--- src/rtl/mult_add_arbiter.sv ---
// mult_add_arbiter: round-robin shared 3-stage a*b + c*d pipeline with ID-tagged responses.
// The whole pipeline freezes while a response is held by the consumer.
module mult_add_arbiter #(
  parameter int N   = 4,
  parameter int W   = 2,
  parameter int IDW = 2
) (
  input  logic               clk,
  input  logic               rst,
  input  logic [N-1:0]       req_valid,
  input  logic [N*W-1:0]     req_a,
  input  logic [N*W-1:0]     req_b,
  input  logic [N*W-1:0]     req_c,
  input  logic [N*W-1:0]     req_d,
  output logic [N-1:0]       req_ready,
  output logic               rsp_valid,
  input  logic               rsp_ready,
  output logic [IDW-1:0]     rsp_id,
  output logic [2*W:0]       rsp_z,
  output logic               idle
);
  logic [IDW-1:0] last_q, last_d, gnt_idx, j;
  logic           found, stall, hs;
  logic           s0_v_q, s1_v_q, rsp_v_q;
  logic [W-1:0]   s0_a_q, s0_b_q, s0_c_q, s0_d_q;
  logic [IDW-1:0] s0_id_q, s1_id_q, rsp_id_q;
  logic [2*W-1:0] p1_q, p2_q, p1_d, p2_d;
  logic [2*W:0]   rsp_z_q, z_d;

  assign stall = rsp_v_q & ~rsp_ready;

  // Scan from farthest to nearest so the last hit is the nearest after last_q.
  always_comb begin
    found   = 1'b0;
    gnt_idx = '0;
    j       = '0;
    for (int k = N; k >= 1; k--) begin
      j = IDW'((int'(last_q) + k) % N);
      if (req_valid[j]) begin
        found   = 1'b1;
        gnt_idx = j;
      end
    end
    req_ready = (found && !stall && !rst) ? (N'(1) << gnt_idx) : '0;
    hs        = |req_ready;
    last_d    = hs ? gnt_idx : last_q;
  end

  assign p1_d = (2*W)'(s0_a_q) * (2*W)'(s0_b_q);
  assign p2_d = (2*W)'(s0_c_q) * (2*W)'(s0_d_q);
  assign z_d  = {1'b0, p1_q} + {1'b0, p2_q};

  always_ff @(posedge clk) begin
    if (rst) begin
      s0_v_q   <= 1'b0;
      s1_v_q   <= 1'b0;
      rsp_v_q  <= 1'b0;
      rsp_id_q <= '0;
      rsp_z_q  <= '0;
      last_q   <= IDW'(N - 1);
    end else begin
      last_q <= last_d;
      if (!stall) begin
        s0_v_q   <= hs;
        s1_v_q   <= s0_v_q;
        rsp_v_q  <= s1_v_q;
        rsp_id_q <= s1_id_q;
        rsp_z_q  <= z_d;
      end
    end
  end

  always_ff @(posedge clk) begin
    if (!stall) begin
      s0_a_q  <= req_a[gnt_idx*W +: W];
      s0_b_q  <= req_b[gnt_idx*W +: W];
      s0_c_q  <= req_c[gnt_idx*W +: W];
      s0_d_q  <= req_d[gnt_idx*W +: W];
      s0_id_q <= gnt_idx;
      p1_q    <= p1_d;
      p2_q    <= p2_d;
      s1_id_q <= s0_id_q;
    end
  end

  assign rsp_valid = rsp_v_q;
  assign rsp_id    = rsp_id_q;
  assign rsp_z     = rsp_z_q;
  assign idle      = ~(s0_v_q | s1_v_q | rsp_v_q);
endmodule

--- config.mk ---
export PLATFORM = sky130hd
export DESIGN_NAME = mult_add_arbiter
export DESIGN_NICKNAME = d
export VERILOG_FILES = /design/src/rtl/mult_add_arbiter.sv
export SDC_FILE = /design/constraint.sdc
export NUM_CORES = 1
export LEC_CHECK = 0
export CORE_MARGIN = 2
export CORE_UTILIZATION = 45
export DETAILED_ROUTE_END_ITERATION = 16
export GPL_ROUTABILITY_DRIVEN = 0
export PLACE_DENSITY = 0.75
export SYNTH_ARGS = -nofsm -noshare
export SYNTH_HDL_FRONTEND = slang
export SYNTH_SLANG_ARGS = --single-unit
--- constraint.sdc ---
create_clock -name clk -period 5.59 [get_ports clk]
set_input_delay 1.3975 -clock clk [delete_from_list [all_inputs] [get_ports clk]]
set_output_delay 1.3975 -clock clk [all_outputs]
set_load 0.1 [all_outputs]
== Yosys cells after proc, flatten, opt, wreduce, memory -nomap -nowiden ==
Cells that the tools add are included.

* Add/subtract/negate cells: 5
* Multiply operators: 2
* Divide/modulo/power cells: 0
* Magnitude comparators: 4
* Equality and inequality tests: 0
* Shifts and indexed selects: 5
* Muxes and demuxes: 17
* Bitwise gates (word level): 5
* Reductions and logical operators: 5

{| class="wikitable"
|+ Operators by type and width
! operator !! number
|-
| 8-bit by 4-bit indexed part select with 2-bit output || 4
|-
| 2-bit by 3-bit less-than comparator with 1-bit output (second input constant) || 4
|-
| 1-bit binary-select mux with 2-bit select || 4
|-
| 2-bit by 2-bit multiplier with 4-bit output || 2
|-
| 1-bit 2-to-1 mux || 8
|-
| 2-bit 2-to-1 mux || 4
|-
| 4-bit by 4-bit adder with 5-bit output || 1
|-
| 2-bit by 1-bit adder with 2-bit output (second input constant) || 2
|-
| 2-bit adder (second input constant) || 2
|-
| 4-bit 2-to-1 mux || 1
|-
| 4-bit OR reduction || 1
|-
| 1-bit by 2-bit << shifter with 4-bit output (first input constant) || 1
|-
| 1-bit logical AND || 2
|-
| 1-bit logical NOT || 2
|-
| 1-bit NOT || 2
|-
| 1-bit OR || 2
|-
| 1-bit bitwise AND || 1
|}

* Register bits after elaboration: 32
* Latch bits: 0
* Bits in writable memories: 0
* Memory bits (read-only): 0
* Bits of input ports: 39
* Memories kept: 0

== Logic depth before layout (Yosys ltp) ==
* Depth in word-level cells: 11
* Mapped depth: 7

== Least setup slack after synthesis ==
Ideal clock, no wire load.

* Path kind: input -> output
* From: input port req_valid[2]
* To: output port req_ready[1]
* Arrival time: 3.834 ns
* Data required time: 4.193 ns
* Setup slack: 0.359 ns
* Stages: 6
* Buffers on the path: 2
* Cells stage by stage: nand2b_1 -> a21o_1 -> and3_4 -> buf_6 -> buf_6 -> nor4_2

* Word-level cells in the longest chain between the ends: 9
* Elaborated cells on any way between the ends: 20
* Classes of those cells: shift: 1; mux: 17; reduce/logical: 2

{| class="wikitable"
|+ Ends and longest elaborated chain
! item !! line !! RTL
|-
| start: declaration || 10 || <nowiki>input logic [N-1:0] req_valid,</nowiki>
|-
| 1-bit binary-select mux with 2-bit select || 39 || <nowiki>if (req_valid[j]) begin</nowiki>
|-
| 1-bit 2-to-1 mux (not written as such) || 39 ||
|-
| 1-bit 2-to-1 mux (4 in series) || 39 ||
|-
| 1-bit logical AND (2 in series) || 44 || <nowiki>req_ready = (found && !stall && !rst) ? (N'(1) << gnt_idx) : '0;</nowiki>
|-
| 4-bit 2-to-1 mux * || 44 ||
|-
| end: declaration || 15 || <nowiki>output logic [N-1:0] req_ready,</nowiki>
|}

Every way passes the cells marked *; elsewhere a longest branch is shown, timed or not. The select of a mux whose other input is x is not followed.

== Final worst setup path ==
* From: input port req_valid[3]
* To: output port req_ready[0]

The elaborated chain is that of the path after synthesis.

==> results.rst <==
.. list-table::
   :header-rows: 1

   * - Metric
     - Value
   * - Number of buffers added by the clock tree synthesis step
     - 5
   * - Layout cells sized above 1
     - 16.8%
   * - Final Max Slew Viols
     - 0
   * - Wire length of the first global-routing pass
     - 5470 µm
   * - Number of synthesis warnings
     - 0
   * - Synthesized area
     - 1710 µm²
   * - Placement row count
     - 22
   * - Net count after synthesis
     - 209
   * - Bufs on Longest Clock Path
     - 2
   * - Clk sinks
     - 32
   * - Depth of the worst register-to-register path
     - 7
   * - CTS clk-pin slew, worst paths
     - 0.06 ns
   * - First-pass detailed-route iteration total
     - 4
   * - Cell type contributing the most total cell area after synthesis
     - edfxtp_1
   * - Antenna diode count
     - 0
   * - Top cell type's share of synthesized area
     - 35.2%
   * - Final setup violation count
     - 0
   * - Clk root buf
     - clkbuf_8
   * - Hold Path Origin
     - s0_id_q[1]$_DFFE_PN_
   * - Number of H-tree levels
     - 2
   * - Detailed placement HPWL
     - 2490 µm
   * - Number of buffers inserted to repair setup after CTS
     - 0
   * - Share of flip-flops with an asynchronous set or reset
     - 0%
   * - Relative area change from synthesis to final layout
     - 38.2%
   * - Number of antenna violations at the first check in global routing
     - 0
   * - Detailed Route WL
     - between 3000 and 4000 µm
   * - Total number of vias
     - 1318
   * - Power density cells
     - 370 nW/µm²
   * - Nature of the critical path startpoint
     - primary input
   * - Shortest clock period the worst path allows after layout
     - between 4 and 5 ns
   * - Post-synthesis share of cell area spent on full adders, half adders and majority gates
     - 7.03%
   * - Hold path endpoint
     - s1_id_q[1]$_DFFE_PN_
   * - Fraction of synthesized area in multiplexers
     - 0%
   * - Ranking of synthesized cells by instance count
     - nand2_1, edfxtp_1, a21oi_1
   * - Antenna-violating nets left
     - 0
   * - Number of input and output port buffers inserted
     - 51
   * - Hold Path Depth
     - 0
   * - Nets@finish
     - 261
   * - Number of different library cells in the post-synthesis netlist
     - 32
   * - Xor/xnor share of the synthesized area
     - 0.513%
   * - Starting density of the core
     - 46.7%
   * - Post-cts gate resize count
     - 0
   * - Reg2Reg Launch Point
     - last_q[0]$_SDFFE_PP1P_
   * - R2R setup slack
     - 3.66 ns
   * - Final clock skew
     - approximately 0.0065 ns
   * - Clock insertion delay at the later pin of the skew report
     - ~0.28 ns
   * - Accumulated negative setup slack
     - 0 ns
   * - Area enclosed by the die boundary
     - ~4300 µm²
   * - Compound-cell area share of the yosys netlist
     - between 20% and 30%
   * - Count of unresolved DRC violations after routing
     - 0
   * - Main area contributors after synthesis
     - edfxtp_1, dfxtp_1, nand2_1
   * - Setup slack of the critical path after layout
     - 0.641 ns
   * - Placeable core region
     - 3660 µm²
   * - Critical R2R Capture
     - s0_c_q[0]$_DFFE_PN_
   * - Mean Syn Cell Area
     - ~11 µm²
   * - Required time reported for the critical path endpoint
     - 4.19 ns
   * - Cell count after synthesis
     - 161
   * - Post-place setup slack
     - 0.649 ns
   * - DIE HEIGHT
     - 65.6 µm
   * - Total gr overflow
     - 0
   * - Max-Cap Viols
     - 0
   * - Tightest Pin Transition
     - 0.965 ns
   * - Clock tree from TritonCTS
     - done
   * - Simple-gate area share of the yosys netlist
     - approximately 18%
   * - Overall track demand over capacity in global routing
     - between 10% and 20%
   * - Fraction of the yosys area taken by sequential cells
     - 49.2%
   * - Leakage power total
     - 0.000922 µW
   * - Slew headroom
     - approximately 35%
   * - Commonest register cell after synthesis
     - edfxtp_1
   * - Number of filler instances in the final layout
     - 281
   * - CP max FO
     - 12
   * - Classification of the worst-slack hold path
     - reg -> reg
   * - IO Count
     - 52
   * - Main combinational cell family by area after synthesis
     - compound AO/OA/AOI/OAI gates
   * - Initial detailed-routing violation count
     - 28
   * - Hold Violations, Final
     - 0
   * - Routed WL per cell
     - ~12 µm
   * - Status
     - completed
   * - IR drop worst, VDD
     - 130 µV
   * - CTS Hold Bufs
     - 0
   * - Critical path class
     - in -> out
   * - Period utilisation layout
     - 88.5%
   * - Vias per cell
     - 5.03
   * - Vias in the first global route
     - 1238
   * - Worst endpoint data arrival time
     - approximately 3.6 ns
   * - CP Capture Type
     - output port
   * - Die width
     - 65.6 µm
   * - Most instantiated library cell after synthesis
     - nand2_1
   * - Yosys reg bits
     - 32
   * - EDFF count, synth
     - 20
   * - Maximum number of pins on one net before global-route repair
     - 29
   * - RSZ-0062 raised after global routing
     - no
   * - Maximum clock frequency
     - roughly 200 MHz
-- layer usage --
layer  part of all wire (%)  global-route usage [%]
met1                     43                    19.8
met2                     46                    27.9
met3                    8.8                    5.48
met4                    1.5                    5.99
met5                      0                       0
-- placed cells by master (no fill, tap or decap) --
cell type	count
inv_2	2
a22oi_2	8
o22ai_1	1
and2b_1	1
nor3_1	1
clkdlybuf4s50_1	47
buf_4	3
xnor2_1	1
inv_1	4
edfxtp_1	20
o21ai_1	2
o41ai_4	1
nand2_1	28
nor2b_1	3
buf_12	3
o21ai_0	2
and2_1	8
fa_1	1
clkinv_1	1
clkbuf_1	2
a21oi_2	8
nor2_1	11
a211oi_1	2
clkbuf_8	6
a21o_1	3
dfxtp_1	12
a21oi_1	16
and3_4	1
nand2b_1	2
nor4_2	4
a211o_1	2
ha_1	8
-- final cells by class --
type	instances	area, µm²	share of cell area (%)
Tap cell	48	60.1	2.55
Multi-Input combinational cell	114	790	33.5
Timing Repair Buffer	53	553	23.4
Clock buffer	8	90.1	3.82
Inverter	7	26.3	1.11
Sequential cell	32	841	35.6
-- state kept, by name, indices dropped and copies added, names as in the netlist --
name / count
p2_q: 4
last_q: 2
s1_id_q: 2
s0_v_q: 1
s0_a_q: 2
s0_c_q: 2
rsp_z: 5
s0_d_q: 2
p1_q: 4
s0_b_q: 2
rsp_valid: 1
s0_id_q: 2
s1_v_q: 1
rsp_id: 2
-- cell families (layout without fill, tap and decap cells) --
logic type,Yosys count,after routing
adder cells (fa/ha/maj),9,9
buffers and inverters,15,68
flip-flops,32,32
AND/OR/NAND/NOR,59,59
AO/OA/AOI/OAI,45,45
XOR/XNOR,1,1
-- critical path, stage by stage --
cell and delay, ns:
clkdlybuf4s50_1 0.51, and2b_1 0.22, nor2_1 0.10, a21o_1 0.12, buf_4 0.22, clkinv_1 0.31, nor4_2 0.44, buf_12 0.22
-- where the power goes --
part	total (µW)	switching (µW)	internal (µW)
sequential	336	22.2	314
clock	178	77.8	100
combinational	359	229	130
-- through the flow --
stage	hold slack, ns	instance area [µm²]	utilization [%]	instances	power, µW
global placement	0.410	2270	62.0	254	687
detailed placement	0.409	2270	62.0	254	701
global route	0.432	2360	64.5	262	924
finish	0.423	2360	64.5	262	873
floorplan	0.400	1710	-	161	605
CTS	0.423	2360	64.5	262	880
-- how the worst max path moves through the flow --
stage	to	depth (start not counted)	slack, ns	startpoint
after floorplan	req_ready[1]	6	0.36	req_valid[2]
after global placement	req_ready[0]	8	0.76	req_valid[3]
after detailed placement	req_ready[1]	8	0.65	req_valid[3]
after CTS	req_ready[0]	8	0.64	req_valid[3]
after global routing	req_ready[0]	8	0.50	req_valid[3]
final	req_ready[0]	8	0.64	req_valid[3]
No activity file was read; power rests on OpenSTA's default activity.
